`src/rtl/medidor_desempenho_pkg.sv`:
```
// Shared types and helpers for the memory tester: FSM state encoding,
// mode constants, error counter width and the test pattern generator.
package medidor_desempenho_pkg;

    typedef enum logic [2:0] {
        IDLE  = 3'd0,
        WRITE = 3'd1,
        READ  = 3'd2,
        DRAIN = 3'd3,
        DONE  = 3'd4
    } state_t;

    localparam logic MODE_FILL  = 1'b0;
    localparam logic MODE_CHECK = 1'b1;

    localparam int ERR_W = 16;

    // Word i of a test run carries seed + i (32-bit wrap).
    function automatic logic [31:0] pattern(input logic [31:0] seed, input logic [31:0] idx);
        return seed + idx;
    endfunction

endpackage

```
`src/rtl/medidor_desempenho_sat_counter.sv`:
```
// Up-counter that clears on request and sticks at all-ones instead of wrapping.
module medidor_desempenho_sat_counter #(
    parameter int WIDTH = 16
) (
    input  logic             clk,
    input  logic             reset,
    input  logic             clear,
    input  logic             enable,
    output logic [WIDTH-1:0] count
);

    logic [WIDTH-1:0] count_q;
    logic [WIDTH-1:0] count_d;

    // Clear wins over enable so a new run always starts from zero.
    always_comb begin
        count_d = count_q;
        if (clear) begin
            count_d = '0;
        end else if (enable && (count_q != {WIDTH{1'b1}})) begin
            count_d = count_q + WIDTH'(1);
        end
    end

    // Counter register.
    always_ff @(posedge clk) begin
        if (reset) begin
            count_q <= '0;
        end else begin
            count_q <= count_d;
        end
    end

    assign count = count_q;

endmodule

```
`src/rtl/medidor_desempenho_mem_tester.sv`:
```
// Avalon-MM master that fills a word range with seed + i or reads it back
// and compares, reporting bus cycles used, mismatches and the first bad index.
//
// Bus handshake: a command (avm_read or avm_write) is taken by the slave on
// every cycle where it is high and avm_waitrequest is low; while
// avm_waitrequest is high the command, address and data are held unchanged.
// Read data returns later, one word per avm_readdatavalid, in request order.
module medidor_desempenho_mem_tester
    import medidor_desempenho_pkg::*;
#(
    parameter int ADDR_W   = 13,
    parameter int CNT_W    = 12,
    parameter int MAX_PEND = 4
) (
    input  logic              clk,
    input  logic              reset,
    input  logic              start,
    input  logic              mode,
    input  logic [ADDR_W-1:0] base_addr,
    input  logic [CNT_W-1:0]  word_count,
    input  logic [31:0]       seed,
    output logic              busy,
    output logic              done,
    output logic [ERR_W-1:0]  err_count,
    output logic [CNT_W-1:0]  first_err_idx,
    output logic [31:0]       cycle_count,
    output logic [ADDR_W-1:0] avm_address,
    output logic [3:0]        avm_byteenable,
    output logic              avm_read,
    output logic              avm_write,
    output logic [31:0]       avm_writedata,
    input  logic              avm_waitrequest,
    input  logic [31:0]       avm_readdata,
    input  logic              avm_readdatavalid
);

    localparam int WORD_W = ADDR_W - 2;
    localparam int PEND_W = $clog2(MAX_PEND + 1);
    localparam logic [PEND_W-1:0] PEND_LIMIT = PEND_W'(MAX_PEND);

    // Registered state
    state_t              state_q,     state_d;
    logic                mode_q,      mode_d;
    logic [WORD_W-1:0]   base_q,      base_d;
    logic [CNT_W-1:0]    count_q,     count_d;
    logic [31:0]         seed_q,      seed_d;
    logic [CNT_W-1:0]    cmd_idx_q,   cmd_idx_d;
    logic [CNT_W-1:0]    ret_idx_q,   ret_idx_d;
    logic [PEND_W-1:0]   pend_q,      pend_d;
    logic                busy_q,      busy_d;
    logic                done_q,      done_d;
    logic [CNT_W-1:0]    first_err_q, first_err_d;

    // Combinational helpers
    logic                start_ok;
    logic                wr_acc;
    logic                rd_acc;
    logic                last_cmd;
    logic                rdv_act;
    logic                mismatch;
    logic [WORD_W-1:0]   cmd_word;
    logic [ERR_W-1:0]    err_count_w;
    logic [31:0]         cycle_count_w;
    logic                unused_base_lsbs;

    // Byte lanes below word granularity are not used by a word-only master.
    assign unused_base_lsbs = ^base_addr[1:0];

    assign start_ok = start && (state_q == IDLE);
    assign cmd_word = base_q + WORD_W'(cmd_idx_q);
    assign last_cmd = (cmd_idx_q == (count_q - CNT_W'(1)));
    assign wr_acc   = avm_write && !avm_waitrequest;
    assign rd_acc   = avm_read && !avm_waitrequest;
    assign rdv_act  = avm_readdatavalid && ((state_q == READ) || (state_q == DRAIN));
    assign mismatch = rdv_act && (avm_readdata != pattern(seed_q, 32'(ret_idx_q)));

    // Bus command outputs; reads throttle once MAX_PEND are in flight.
    always_comb begin
        avm_write      = 1'b0;
        avm_read       = 1'b0;
        avm_address    = '0;
        avm_byteenable = 4'h0;
        avm_writedata  = '0;
        if (state_q == WRITE) begin
            avm_write = 1'b1;
        end else if ((state_q == READ) && (pend_q < PEND_LIMIT)) begin
            avm_read = 1'b1;
        end
        if (avm_write || avm_read) begin
            avm_address    = {cmd_word, 2'b00};
            avm_byteenable = 4'hF;
        end
        if (avm_write) begin
            avm_writedata = pattern(seed_q, 32'(cmd_idx_q));
        end
    end

    // Next-state logic for the run sequencer.
    always_comb begin
        state_d = state_q;
        unique case (state_q)
            IDLE: begin
                if (start_ok) begin
                    if (word_count == '0) begin
                        state_d = DONE;
                    end else if (mode == MODE_CHECK) begin
                        state_d = READ;
                    end else begin
                        state_d = WRITE;
                    end
                end
            end
            WRITE: begin
                if (wr_acc && last_cmd) state_d = DONE;
            end
            READ: begin
                if (rd_acc && last_cmd) state_d = DRAIN;
            end
            DRAIN: begin
                if (pend_q == '0) state_d = DONE;
            end
            DONE: begin
                state_d = IDLE;
            end
            default: begin
                state_d = IDLE;
            end
        endcase
    end

    // Run configuration, indices, outstanding-read tracking and status flags.
    always_comb begin
        mode_d      = mode_q;
        base_d      = base_q;
        count_d     = count_q;
        seed_d      = seed_q;
        cmd_idx_d   = cmd_idx_q;
        ret_idx_d   = ret_idx_q;
        pend_d      = pend_q;
        busy_d      = busy_q;
        first_err_d = first_err_q;
        done_d      = (state_q == DONE);

        if (start_ok) begin
            mode_d      = mode;
            base_d      = base_addr[ADDR_W-1:2];
            count_d     = word_count;
            seed_d      = seed;
            cmd_idx_d   = '0;
            ret_idx_d   = '0;
            pend_d      = '0;
            busy_d      = 1'b1;
            first_err_d = '0;
        end else begin
            if (wr_acc || rd_acc) begin
                cmd_idx_d = cmd_idx_q + CNT_W'(1);
            end
            if (rdv_act) begin
                ret_idx_d = ret_idx_q + CNT_W'(1);
            end
            // Accept and return in the same cycle cancel out.
            if (rd_acc && !rdv_act) begin
                pend_d = pend_q + PEND_W'(1);
            end else if (!rd_acc && rdv_act && (pend_q != '0)) begin
                pend_d = pend_q - PEND_W'(1);
            end
            // Only the first mismatch of a run is recorded.
            if (mismatch && (err_count_w == '0)) begin
                first_err_d = ret_idx_q;
            end
            if (state_q == DONE) begin
                busy_d = 1'b0;
            end
        end
    end

    // State and datapath registers.
    always_ff @(posedge clk) begin
        if (reset) begin
            state_q     <= IDLE;
            mode_q      <= MODE_FILL;
            base_q      <= '0;
            count_q     <= '0;
            seed_q      <= '0;
            cmd_idx_q   <= '0;
            ret_idx_q   <= '0;
            pend_q      <= '0;
            busy_q      <= 1'b0;
            done_q      <= 1'b0;
            first_err_q <= '0;
        end else begin
            state_q     <= state_d;
            mode_q      <= mode_d;
            base_q      <= base_d;
            count_q     <= count_d;
            seed_q      <= seed_d;
            cmd_idx_q   <= cmd_idx_d;
            ret_idx_q   <= ret_idx_d;
            pend_q      <= pend_d;
            busy_q      <= busy_d;
            done_q      <= done_d;
            first_err_q <= first_err_d;
        end
    end

    medidor_desempenho_sat_counter #(
        .WIDTH (ERR_W)
    ) u_err_counter (
        .clk    (clk),
        .reset  (reset),
        .clear  (start_ok),
        .enable (mismatch),
        .count  (err_count_w)
    );

    medidor_desempenho_sat_counter #(
        .WIDTH (32)
    ) u_cycle_counter (
        .clk    (clk),
        .reset  (reset),
        .clear  (start_ok),
        .enable (busy_q),
        .count  (cycle_count_w)
    );

    assign busy          = busy_q;
    assign done          = done_q;
    assign err_count     = err_count_w;
    assign first_err_idx = first_err_q;
    assign cycle_count   = cycle_count_w;

    // The latched mode is implied by the active state; kept for visibility.
    logic unused_mode_q;
    assign unused_mode_q = mode_q;

endmodule
```
`config.mk`:
```
export PLATFORM = sky130hd
export DESIGN_NAME = medidor_desempenho_mem_tester
export DESIGN_NICKNAME = d
export VERILOG_FILES = /design/src/rtl/medidor_desempenho_pkg.sv /design/src/rtl/medidor_desempenho_sat_counter.sv /design/src/rtl/medidor_desempenho_mem_tester.sv
export SDC_FILE = /design/constraint.sdc
export NUM_CORES = 1
export LEC_CHECK = 0
export CAP_MARGIN = 10
export CORE_ASPECT_RATIO = 1.5
export CORE_MARGIN = 10
export CORE_UTILIZATION = 51
export CTS_BUF_LIST = sky130_fd_sc_hd__clkbuf_4
export CTS_CLUSTER_SIZE = 20
export DETAILED_ROUTE_END_ITERATION = 7
export PLACE_DENSITY = 0.8
export SKIP_CTS_REPAIR_TIMING = 1
export SLEW_MARGIN = 10
export SYNTH_ARGS = -nofsm -noshare
export SYNTH_HDL_FRONTEND = slang
export SYNTH_HIERARCHICAL = 1
export SYNTH_SLANG_ARGS = --single-unit
```
`constraint.sdc`:
```
create_clock -name clk -period 4.66 [get_ports clk]
set_clock_uncertainty 0.15 [all_clocks]
set_input_delay 0.466 -clock clk [delete_from_list [all_inputs] [get_ports clk]]
set_output_delay 0.466 -clock clk [all_outputs]
set_load 0.02 [all_outputs]
```
==> impl_metrics.yaml, run 1 <==
critical_path:
  cpMaxStageDelayCell: "clkdlybuf4s50_1"
  worstPathRequired_ns: 4.04
  worstReg2RegEnd: "u_err_counter/count[12]"
  r2r_cells: 15
  cp-start-kind: "flip-flop"
  crit_type: "reg2out"
  path_max_fanout: 6
  path_delay_family: "compound AO/OA/AOI/OAI gates"
  max_stage_delay_ns: 0.69
  critPathArrivalTime_ns: 3.80
  cp_num_cells: 10
  rr_startpoint: "seed_q[0]"
  r2r_slack_ns: 0.39
  cp-end-kind: "primary output"
  path_buf_inv: 1
  path_cells: "ha_1 > o21ai_0 > nand2b_1 > o41a_1 > nand3_1 > a31oi_2 > and3_1 > a21oi_1 > a311oi_1 > clkdlybuf4s50_1"
sta:
  min_period_over_period: 0.948
  rsz0062_at_grt: "false"
  max_clock_freq_mhz: 226
  fin_crit_ns: 4.42
  setup_violations: 0
  holdWs_ns: 0.274
  final_max_slew_viol_count: 0
  maxSlewHeadroom: 0.290
  worst-slew-pin-transition_ns: 1.07
  finalHoldViolCount: 0
placed_design:
  gp_congestion: 0.974
  io_buffers: 203
  hpwl_um: 23900
  place_area_um2: 11700
drt:
  finalWirelength_um: 30700
  firstDrtPassIters: 5
  vias: 9671
  drt-vias-per-instance: 5.76
  routedWlPerCell_um: 18.2
  drtAntennaViolNets: 0
  remaining_drc_errors: 0
  first_iter_violations: 755
layout:
  syn_to_final_growth_pct: 25.1
  fin_area_um2: 12000
  drive_gt1_frac: 0.0540
  nets: 1551
global_route:
  grt_pass1_vias: 9504
  grt_usage: 0.242
  grt_max_degree: 58
  antenna_found_initial: 2
  overflow: 0
  grt_pass1_wl_um: 49700
synth:
  synth-main-ff-cell: "dfxtp_1"
  ys_seq_area_frac: 0.307
  synth_top_cells_by_count: "nand2_1, dfxtp_1, nor2_1"
  yosysUniqueCellTypes: 81
  synth-edff-count: 0
  synthArstFlopShare: 0
  synth_area_leader_cell: "dfxtp_1"
  ys_ff_latch: 147
  yosys_warnings: 6
  yosys-top-cells-area: "dfxtp_1, nand2_1, xnor2_1"
  yosysTopAreaCellShare: 0.307
  synth.most_common_cell: "nand2_1"
  synth_cells: 1246
  syn_area_per_cell_um2: 7.68
  synth_area_um2: 9570
clock_network:
  ctsLongestPathBuffers: 2
  clkSinkCount: 147
  cts_tree: "built"
  clock_latency_ns: 0.57
  clk_pin_slew_worst_paths_ns: 0.16
  clockRootBuffer: "clkbuf_4"
  htreeDepth: 4
  cts_made_buffers: 17
min_path:
  min_to: "seed_q[5]"
  hold_path.startpoint: "seed[5]"
  hp-class: "in2reg"
  worstHoldPathCells: 3
floorplan:
  die_h_um: 188
  die_w_um: 132
  io_pins: 208
  core_area_um2: 18500
  initial_core_util: 0.518
  rows: 61
  die_area_um2: 24800
run_status:
  status: "complete, no violations"
pwr:
  p_leak_uw: 0.00424
  power_density_nw_per_um2: 256
  vdd_drop_max_mv: 0.185
flow_run:
  drv_cap: 0
-- layout make-up --
class                      instances  area, um^2
timing repair buffer             214        2110
multi-input combinational       1008        6230
fill                            1698        6490
clock inverter                    14         143
antenna                            2        5.00
tap                              252         315
inverter                          25        93.8
clock buffer                      18         135
sequential                       147        2950
-- power by group --
group	switching [uW]	total, uW	leakage [uW]	internal, uW
sequential	98.4	1420	0.00119	1320
clock	525	812	0.000148	287
combinational	477	833	0.00289	356
-- placed cells by master, fill, tap and decap left out, types with 27 or more instances in the layout --
cell,n
clkdlybuf4s50_1,202
nand2_1,215
o21ai_0,41
or3_1,27
nand3_1,34
a21oi_1,112
nor3_1,27
nor2_1,114
xor2_1,53
ha_1,39
nand4_1,28
xnor2_1,70
dfxtp_1,145
-- tightest hold or removal path: stages --
cell and delay, ns:
clkdlybuf4s50_1 0.40, nand2_1 0.06, a21oi_1 0.05
-- metrics by stage --
step                setup WS [ns]  utilization  TNS, ns  power [uW]  cells
finish                      0.242        0.649        0        3070   1680
floorplan                    1.00            -        0        1980   1247
detailed placement          0.488        0.633        0        2280   1646
global route               0.0259        0.649        0        3220   1680
global placement            0.517        0.633        0        2260   1646
CTS                       -0.0459        0.648  -0.0883        3080   1678
-- how the worst max path moves through the flow --
stage / endpoint / start / slack [ns]
global route: avm_writedata[29] / cmd_idx_q[5] / 0.03
floorplan: u_err_counter/count[12] / ret_idx_q[0] / 1.0
global placement: u_err_counter/count[14] / ret_idx_q[0] / 0.52
CTS: avm_writedata[19] / cmd_idx_q[0] / -0.05
detailed placement: u_err_counter/count[12] / ret_idx_q[0] / 0.49
finish: avm_writedata[19] / cmd_idx_q[5] / 0.24
-- sequential cells by signal, summed over array words and instances (netlist names) --
name                   count
state_q                    3
pend_q                     3
base_q                    11
u_cycle_counter/count     32
cmd_idx_q                 12
first_err_idx             12
seed_q                    32
ret_idx_q                 12
busy                       1
count_q                   12
done                       1
u_err_counter/count       16
-- cell families (layout without fill, tap and decap cells) --
family / after synthesis / after routing / share of synthesized area
other: 1 / 4 / 0.000392
XOR/XNOR: 123 / 123 / 0.113
adder cells (fa/ha/maj): 43 / 43 / 0.0593
AO/OA/AOI/OAI: 261 / 261 / 0.168
buffers and inverters: 92 / 271 / 0.0426
multiplexers: 25 / 25 / 0.0263
AND/OR/NAND/NOR: 554 / 554 / 0.283
flip-flops: 147 / 147 / 0.307
-- routing by layer --
layer,global-route usage,share of wire,vias to the layer above
met1,0.263,0.39,4571
met5,0,0,-
met2,0.441,0.52,305
met3,0.0572,0.057,57
li1,-,-,4738
met4,0.0936,0.031,0
(Power assumes the default switching activity.)
==> inputs of run 2 (changes only) <==
--- a/config.mk
+++ b/config.mk
@@ -12,6 +12,7 @@
 export CTS_BUF_LIST = sky130_fd_sc_hd__clkbuf_4
 export CTS_CLUSTER_SIZE = 20
 export DETAILED_ROUTE_END_ITERATION = 7
+export GPL_ROUTABILITY_DRIVEN = 1
 export PLACE_DENSITY = 0.8
 export SKIP_CTS_REPAIR_TIMING = 1
 export SLEW_MARGIN = 10
==> results of run 2 <==
No change in the layout: final DEF, timing and power equal those of run 1.
==> inputs of run 3 (changes only) <==
--- a/config.mk
+++ b/config.mk
@@ -13,9 +13,9 @@
 export CTS_CLUSTER_SIZE = 20
 export DETAILED_ROUTE_END_ITERATION = 7
 export GPL_ROUTABILITY_DRIVEN = 1
+export HOLD_SLACK_MARGIN = 0.12
 export PLACE_DENSITY = 0.8
 export SKIP_CTS_REPAIR_TIMING = 1
-export SLEW_MARGIN = 10
 export SYNTH_ARGS = -nofsm -noshare
 export SYNTH_HDL_FRONTEND = slang
 export SYNTH_HIERARCHICAL = 1
==> results of run 3 <==
No change in the layout: final DEF, timing and power equal those of run 1.
